===== src/rtl/ping_pong_pkg.sv =====
// ----------------------------------------------------------------------------
// ping_pong_pkg
//   Shared definitions for the 4-bit ping-pong counter and its receive-side
//   monitor.
//   - pp_state_e : monitor FSM encoding (HUNT, TRACK, LOCKED, FAULT).
//   - PP_WIDTH / PP_CNT_W : default count width and status-counter width.
//   - pp_next()  : expected successor {exp_d, exp_v} of a reference (v, d)
//                  for any count width up to PP_MAX_W bits.
// ----------------------------------------------------------------------------
package ping_pong_pkg;

  localparam int unsigned PP_WIDTH = 4;
  localparam int unsigned PP_CNT_W = 8;
  localparam int unsigned PP_MAX_W = 16;

  typedef enum logic [1:0] {
    HUNT   = 2'd0,
    TRACK  = 2'd1,
    LOCKED = 2'd2,
    FAULT  = 2'd3
  } pp_state_e;

  // Successor of (v, d) for a counter that is w bits wide. The value is
  // zero-extended into PP_MAX_W bits; the result's upper bits stay zero so a
  // caller can compare the whole vector against a zero-extended sample.
  // Direction flips at the two end stops; otherwise it is kept.
  function automatic logic [PP_MAX_W:0] pp_next(input logic [PP_MAX_W-1:0] v,
                                                input logic                d,
                                                input int unsigned         w);
    logic [PP_MAX_W-1:0] mask;
    logic [PP_MAX_W-1:0] v_m;
    logic [PP_MAX_W-1:0] exp_v;
    logic                nd;
    mask = '0;
    for (int i = 0; i < PP_MAX_W; i++) begin
      if (i < w) mask[i] = 1'b1;
    end
    v_m = v & mask;
    if (v_m == mask)    nd = 1'b0;
    else if (v_m == '0) nd = 1'b1;
    else                nd = d;
    exp_v = (nd ? v_m + PP_MAX_W'(1) : v_m - PP_MAX_W'(1)) & mask;
    return {nd, exp_v};
  endfunction

endpackage


===== src/rtl/ping_pong_monitor_sat_counter.sv =====
// ----------------------------------------------------------------------------
// sat_counter
//   Saturating up-counter with synchronous clear (clear wins over inc).
//   Ports:
//     clk, rst_n : clock, asynchronous active-low reset
//     inc        : add one this cycle unless already at all-ones
//     clr        : synchronous return to zero
//     count      : current value (CNT_W bits)
// ----------------------------------------------------------------------------
module sat_counter #(
  parameter int unsigned CNT_W = 8
) (
  input  logic             clk,
  input  logic             rst_n,
  input  logic             inc,
  input  logic             clr,
  output logic [CNT_W-1:0] count
);

  // NOTE: sequential state uses non-blocking (<=) so every register samples
  // the pre-edge values of its neighbours, independent of block ordering.
  always_ff @(posedge clk or negedge rst_n) begin
    if (!rst_n) begin
      count <= '0;
    end else if (clr) begin
      count <= '0;
    end else if (inc && (count != '1)) begin
      count <= count + CNT_W'(1);
    end
  end

endmodule


===== src/rtl/ping_pong_monitor.sv =====
// ----------------------------------------------------------------------------
// ping_pong_monitor
//   Receive-side checker for the ping-pong counter stream. Each valid sample
//   is compared with the successor of the previous accepted sample; after
//   LOCK_LEN consecutive legal samples the monitor locks, and any illegal
//   step while locked raises a one-cycle err_pulse and parks in a sticky
//   FAULT state until clear.
//   Ports:
//     clk, rst_n : clock, asynchronous active-low reset
//     valid      : count_in/dir_in carry a new sample
//     count_in   : sampled counter value (WIDTH bits)
//     dir_in     : sampled direction (1 = last step up)
//     clear      : synchronous; back to HUNT, zero err_cnt (wins over valid)
//     locked     : high while LOCKED
//     fault      : high while FAULT
//     err_pulse  : one-cycle pulse on an illegal step while LOCKED
//     bounce_cnt : saturating count of legal reversals while LOCKED
//     err_cnt    : saturating count of illegal steps
//   LOCK_LEN must lie in 2..15 (match_cnt is 4 bits).
// ----------------------------------------------------------------------------
module ping_pong_monitor
  import ping_pong_pkg::*;
#(
  parameter int unsigned WIDTH    = PP_WIDTH,
  parameter int unsigned LOCK_LEN = 3,
  parameter int unsigned CNT_W    = PP_CNT_W
) (
  input  logic             clk,
  input  logic             rst_n,
  input  logic             valid,
  input  logic [WIDTH-1:0] count_in,
  input  logic             dir_in,
  input  logic             clear,
  output logic             locked,
  output logic             fault,
  output logic             err_pulse,
  output logic [CNT_W-1:0] bounce_cnt,
  output logic [CNT_W-1:0] err_cnt
);

  localparam logic [1:0] ST_HUNT   = 2'(HUNT);
  localparam logic [1:0] ST_TRACK  = 2'(TRACK);
  localparam logic [1:0] ST_LOCKED = 2'(LOCKED);
  localparam logic [1:0] ST_FAULT  = 2'(FAULT);

  localparam int unsigned         MATCH_W   = 4;
  // match_cnt value that, plus the current matching sample, reaches LOCK_LEN.
  localparam logic [MATCH_W-1:0] LOCK_LAST = MATCH_W'(LOCK_LEN - 1);

  logic [1:0]         state;
  logic [WIDTH-1:0]   ref_v;
  logic               ref_d;
  logic [MATCH_W-1:0] match_cnt;

  logic [PP_MAX_W:0]  nxt;
  logic               match;
  logic               locked_valid;
  logic               bounce_inc;
  logic               err_inc;

  // Expected successor of the reference; upper bits of nxt are zero, so the
  // whole vector is compared against the zero-extended sample.
  assign nxt   = pp_next(PP_MAX_W'(ref_v), ref_d, WIDTH);
  assign match = (nxt[PP_MAX_W-1:0] == PP_MAX_W'(count_in)) &&
                 (nxt[PP_MAX_W] == dir_in);

  assign locked_valid = valid && !clear && (state == ST_LOCKED);
  // A legal step whose direction differs from the reference is a reversal.
  assign bounce_inc   = locked_valid && match && (dir_in != ref_d);
  assign err_inc      = locked_valid && !match;

  always_ff @(posedge clk or negedge rst_n) begin
    if (!rst_n) begin
      state     <= ST_HUNT;
      ref_v     <= '0;
      ref_d     <= 1'b0;
      match_cnt <= '0;
      err_pulse <= 1'b0;
    end else begin
      err_pulse <= 1'b0;
      if (clear) begin
        // The simultaneous sample, if any, is discarded.
        state     <= ST_HUNT;
        match_cnt <= '0;
      end else if (valid) begin
        case (state)
          ST_HUNT: begin
            ref_v     <= count_in;
            ref_d     <= dir_in;
            match_cnt <= MATCH_W'(1);
            state     <= ST_TRACK;
          end
          ST_TRACK: begin
            ref_v <= count_in;
            ref_d <= dir_in;
            if (match) begin
              match_cnt <= match_cnt + MATCH_W'(1);
              if (match_cnt == LOCK_LAST) state <= ST_LOCKED;
            end else begin
              // Resynchronise on this sample without flagging an error.
              match_cnt <= MATCH_W'(1);
            end
          end
          ST_LOCKED: begin
            ref_v <= count_in;
            ref_d <= dir_in;
            if (!match) begin
              err_pulse <= 1'b1;
              state     <= ST_FAULT;
            end
          end
          default: begin
            // FAULT: samples ignored, reference frozen until clear.
          end
        endcase
      end
    end
  end

  assign locked = (state == ST_LOCKED);
  assign fault  = (state == ST_FAULT);

  // bounce_cnt is cleared only by rst_n.
  sat_counter #(.CNT_W(CNT_W)) u_bounce_cnt (
    .clk   (clk),
    .rst_n (rst_n),
    .inc   (bounce_inc),
    .clr   (1'b0),
    .count (bounce_cnt)
  );

  sat_counter #(.CNT_W(CNT_W)) u_err_cnt (
    .clk   (clk),
    .rst_n (rst_n),
    .inc   (err_inc),
    .clr   (clear),
    .count (err_cnt)
  );

endmodule


===== config.mk =====
export PLATFORM = sky130hd
export DESIGN_NAME = ping_pong_monitor
export DESIGN_NICKNAME = d
export VERILOG_FILES = /design/src/rtl/ping_pong_pkg.sv /design/src/rtl/ping_pong_monitor_sat_counter.sv /design/src/rtl/ping_pong_monitor.sv
export SDC_FILE = /design/constraint.sdc
export NUM_CORES = 1
export LEC_CHECK = 0
export CAP_MARGIN = 10
export CORE_MARGIN = 2
export CORE_UTILIZATION = 52
export DETAILED_ROUTE_END_ITERATION = 10
export HOLD_SLACK_MARGIN = 0.03
export PLACE_DENSITY = 0.75
export RECOVER_POWER = 50
export SETUP_SLACK_MARGIN = 0.05
export SLEW_MARGIN = 0
export SYNTH_ARGS = -nofsm -noshare
export SYNTH_HDL_FRONTEND = slang
export SYNTH_SLANG_ARGS = --single-unit

===== constraint.sdc =====
create_clock -name clk -period 3.83 [get_ports clk]
set_input_delay 0.383 -clock clk [delete_from_list [all_inputs] [get_ports clk]]
set_output_delay 0.383 -clock clk [all_outputs]
set_load 0.01 [all_outputs]

# After elaboration in Yosys (flattened, before gate mapping)
# Cells that the tools add are included.
[word_totals]
out_inout_bits = 19
ff_bits = 28
word_cells = 65
in_bits = 9
[op_classes]
mux = 19
n_eq_ne = 13
n_reduce_logical = 20
n_addsub = 5
bitwise = 1
[op_table]
columns = ["operator", "count"]
rows = [
  ["$add 8x1->8 const B", 2],
  ["$logic_not 16->1", 1],
  ["$mux 4", 4],
  ["$mux 8", 2],
  ["$ne 8x8->1 const B", 2],
  ["$mux 2", 5],
  ["$ne 3x3->1 const B", 3],
  ["$add 4x1->4 const B", 2],
  ["$logic_and 1x1->1", 8],
  ["$pmux 4 s2", 1],
  ["$mux 1", 6],
  ["$pmux 2 s3", 1],
  ["$reduce_and 5->1", 1],
  ["$eq 2x2->1 const B", 2],
  ["$eq 4x2->1 const B", 1],
  ["$eq 4x4->1", 1],
  ["$eq 4x4->1 const B", 1],
  ["$reduce_bool 2->1", 2],
  ["$reduce_bool 4->1", 1],
  ["$sub 4x1->4 const B", 1],
  ["$reduce_and 3->1", 1],
  ["$reduce_bool 3->1", 1],
  ["$reduce_or 3->1", 1],
  ["$eq 2x1->1 const B", 1],
  ["other kinds (6)", 7],
]

# Longest topological paths before layout
[logic_depth]
word_depth = 11
depth_mapped = 12

# Cells and area by module
# A second synthesis with hierarchy kept.
[unflattened]
cells_unflattened = 192
area_unflattened_um2 = 1849.3
[modules_own_cells]
columns = ["mod", "cells_each", "area_per_inst_um2", "n_inst", "seq_area_each_um2"]
rows = [
  ["sat_counter", 49, 464.2, 2, 200.2],
  ["ping_pong_monitor", 94, 920.9, 1, 300.3],
]

# Worst setup path after synthesis
# Ideal clock, no wire load.
[synth_timing]
path_kind = "reg-to-reg"
start = "register ref_v[1]"
end = "register u_bounce_cnt.count[1]"
synth_period_minus_slack_ps = 3017
setup_slack_ps = 813
arrival_time_ps = 2889
path_stages_with_launch = 10
path_buffers = 0
cell_sequence = "dfrtp_1 -> or3_1 -> a21oi_2 -> nor2_1 -> ha_1 -> a21oi_1 -> nand3_1 -> a2111o_1 -> a211oi_4 -> mux2_1"
[synth_between]
elab_chain_cells = 9
[synth_rtl]
columns = ["element", "line_no", "rtl"]
rows = [
  ["from (decl)", "ping_pong_monitor.sv:51", "logic [WIDTH-1:0] ref_v;"],
  ["from (signal assigned)", "ping_pong_monitor.sv:88", "ref_v <= count_in;"],
  ["from (signal assigned)", "ping_pong_monitor.sv:94", "ref_v <= count_in;"],
  ["from (signal assigned)", "ping_pong_monitor.sv:105", "ref_v <= count_in;"],
  ["$logic_not 16->1", "ping_pong_pkg.sv:40", "else if (v_m == '0) nd = 1'b1;"],
  ["$mux 1", "ping_pong_pkg.sv:40", ""],
  ["$mux 1", "ping_pong_pkg.sv:39", "if (v_m == mask) nd = 1'b0;"],
  ["$mux 4", "ping_pong_pkg.sv:42", "exp_v = (nd ? v_m + PP_MAX_W'(1) : v_m - PP_MAX_W'(1)) & mask;"],
  ["$eq 4x4->1", "ping_pong_monitor.sv:64", "assign match = (nxt[PP_MAX_W-1:0] == PP_MAX_W'(count_in)) &&"],
  ["$logic_and 1x1->1 (*)", "ping_pong_monitor.sv:64", ""],
  ["$logic_and 1x1->1 (*) (2 in a row)", "ping_pong_monitor.sv:69", "assign bounce_inc = locked_valid && match && (dir_in != ref_d);"],
  ["$logic_and 1x1->1 (*)", "ping_pong_monitor_sat_counter.sv:27", "end else if (inc && (count != '1)) begin"],
  ["to (signal assigned)", "ping_pong_monitor_sat_counter.sv:28", "count <= count + CNT_W'(1);"],
  ["to (decl)", "ping_pong_monitor_sat_counter.sv:17", "output logic [CNT_W-1:0] count"],
]
# Mark *: on every way between the ends. The rest lies on a longest branch, timed or not.
# A chain may end at the register's enable or synchronous reset.

# Final worst setup path
# Ends and elaborated chain as after synthesis.

==> reports/results.ini <==
[critical_path]
slowest_stage = a2111o_1
crit_path_end_kind = register
cp_data_required_time_ns = 4.05
startpoint = ref_v[1]$_DFFE_PN0P_
start_kind = register
crit_fanout = 8
reg2reg_slack_ns = 0.57
timing.rr.end = u_bounce_cnt.count[1]$_DFFE_PN0P_
cpPeakStageDelay_ns = 0.53
crit_arrival_ns = 3.48
rr_startpoint = ref_v[1]$_DFFE_PN0P_
worstPathCellList = or3_1 > a21oi_2 > nor2_1 > ha_1 > a21oi_1 > nand3_1 > a2111o_1 > a211oi_4 > mux2_1
critPathKind = reg -> reg
worst-r2r-cell-count = 9
critical_path_cell_count = 9
path_buf_inv = 0
critPathTopFamily = compound AO/OA/AOI/OAI gates

[logic_synthesis]
yosys_warnings = 0
synthCells = 159
synth_edf_count = 0
seq_area_frac_synth = 0.423
syn-num-nets = 179
synth.avg_cell_area_um2 = 10.4
ys.flop_type = dfrtp_1
ys_types = 42
ys_ff_latch = 28
synthArstFlopShare = 1.00
syn-cell-area_mm2 = 0.00166

[pwr]
p_leak_nw = 0.849
clock_power_share = 0.200
total_power_mw = 0.608
p_sw_mw = 0.192
powerDensity_mw_per_mm2 = 304
p_seq_frac = 0.537
switching_share = 0.316
internal_power_mw = 0.416
power_frac_comb = 0.263
ir_drop_mv = 0.177

[clocking]
cts_tree = done
ctsHoldBuffers = 0
cts_setup_buffers = 0
cts_resized = 0
numCtsBuffers = 3
cts-root-buf = clkbuf_4
clk_pin_slew_ns = 0.14
h-tree-depth = 1
worstSkewPairLatency_ns = 0.33
cts_buffer_depth = 2
cts.sinks = 28

[die]
die_w_um = 60.4
num_rows = 20
io_pins = 28
die_height_um = 60.4
die_area_mm2 = 0.00365
core_area_mm2 = 0.00305
initial_core_util = 0.542

[layout]
mostFrequentLayoutCell = dfrtp_1
fin_area_mm2 = 0.00200
mostFrequentLayoutCells = dfrtp_1, clkdlybuf4s50_1, nand2_1
layout-drive-gt1-share = 0.0851
num-fill-cells = 261
fin_nets = 210
fin_cells = 232
syn2layout_area_growth_pct = 20.7
insertedDiodeCount = 0

[global_route]
grt_max_degree = 29
grt_pass1_wl_mm = 5.74
antenna_found_initial = 0
grt.overflow.total = 0
grt_pass1_vias = 1265
track_usage = 0.207

[detailed_routing]
vias = 1353
drc_errors = 0
ant_nets = 0
wl_per_cell_um = 14.9
drt_iter0_markers = 69
drtPass1Iterations = 4
routed_via_density = 5.83
routed_wl_mm = 3.46

[placement]
place_hpwl_mm = 2.55
place_area_mm2 = 0.00198
dp.cells = 229
port_buffers = 27
pre_cts_ws_ns = 0.592
gp_congestion = 0.799

[flow_run]
maxCapViolations = 1

[timing]
relSlewSlack = -0.0172
worst_slack_ns = 0.570
tightest_slew_ns = 1.53
fin_skew_ns = 0.00763
fin_crit_ns = 3.26
period_share = 0.851
tns_ns = 0
setup_viol = 0
rsz0062_at_grt = false
fmax_ghz = 0.307
finalHoldViolCount = 0
drv_slew = 29

[min_path]
hold_path_end = u_bounce_cnt.count[6]$_DFFE_PN0P_
hold_depth = 1
hold_path.class = reg -> reg
hold_start = u_bounce_cnt.count[6]$_DFFE_PN0P_

[outcome]
violations = capacitance limit, slew limit
status = finished with violations

-- worst register-to-register path, stage by stage, from the launching register on --
cell and delay (ns):
dfrtp_1 0.46, or3_1 0.41, a21oi_2 0.20, nor2_1 0.11, ha_1 0.35, a21oi_1 0.19, nand3_1 0.12, a2111o_1 0.53
a211oi_4 0.44, mux2_1 0.37
-- how the worst max path moves through the flow --
stage                                         to
3_3_place_gp   u_bounce_cnt.count[1]$_DFFE_PN0P_
2_1_floorplan  u_bounce_cnt.count[1]$_DFFE_PN0P_
3_5_place_dp   u_bounce_cnt.count[1]$_DFFE_PN0P_
4_1_cts        u_bounce_cnt.count[1]$_DFFE_PN0P_
6_report       u_bounce_cnt.count[1]$_DFFE_PN0P_
5_1_grt        u_bounce_cnt.count[5]$_DFFE_PN0P_
-- stage by stage --
step / util / hold slack (ns)
after global routing: 0.655 / 0.543
final: 0.655 / 0.512
after floorplan: - / 0.0874
after CTS: 0.656 / 0.423
after global placement: 0.648 / 0.477
after detailed placement: 0.648 / 0.497
-- power by group through the flow --
stage	clock, mW	sequential (mW)	combinational, mW
6_report	0.122	0.326	0.160
5_1_grt	0.136	0.329	0.179
4_1_cts	0.122	0.326	0.161
3_5_place_dp	0	0.332	0.161
3_3_place_gp	0	0.330	0.155
2_1_floorplan	0	0.328	0.119
-- cell families (layout without fill, tap and decap cells) --
kind of cell / count (synthesis) / after routing / share of synthesized area
flops: 28 / 28 / 0.423
simple gates: 52 / 52 / 0.162
xor+xnor: 14 / 14 / 0.0741
mux: 7 / 7 / 0.0469
fa+ha+maj: 11 / 11 / 0.0877
compound gates: 38 / 38 / 0.183
buf+inv: 9 / 38 / 0.0234
-- cell type report --
class	instances	area, µm²	area share
Inverter	6	22.5	0.0113
Clock buffer	3	22.5	0.0113
Tap cell	44	55.1	0.0276
Multi-Input combinational cell	122	916	0.458
Timing Repair Buffer	29	282	0.141
Sequential cell	28	701	0.351
-- synth_stat cells (all sizes together), types with 2 or more instances --
cell type	number	area share
dfrtp	28	0.42
nand2	15	0.034
nand3	11	0.033
ha	10	0.076
xnor2	10	0.053
a21oi	7	0.026
inv	6	0.014
mux2	6	0.041
nor2	6	0.015
o21ai	6	0.018
and3	4	0.015
nand4	4	0.015
o311ai	4	0.021
o31ai	4	0.018
xor2	4	0.021
a211oi	3	0.021
buf	3	0.0098
o41ai	3	0.020
or3	3	0.011
or4	3	0.014
a21o	2	0.0091
a31oi	2	0.0076
and2	2	0.0076
nor2b	2	0.0076
-- metal layers --
layer / vias to the layer above / GRT usage / wire [µm]
met5: - / 0 / 0
met4: 0 / 0.0590 / 42
met3: 5 / 0.0320 / 163
met2: 37 / 0.356 / 1630
met1: 663 / 0.274 / 1630
li1: 648 / - / -
-- sequential cells by signal, indices dropped and copies added, names as in the netlist --
name and flops:
u_err_cnt.count 8, ref_d 1, ref_v 4, state 2
match_cnt 4, err_pulse 1, u_bounce_cnt.count 8
No activity file was read; power rests on OpenSTA's default activity.
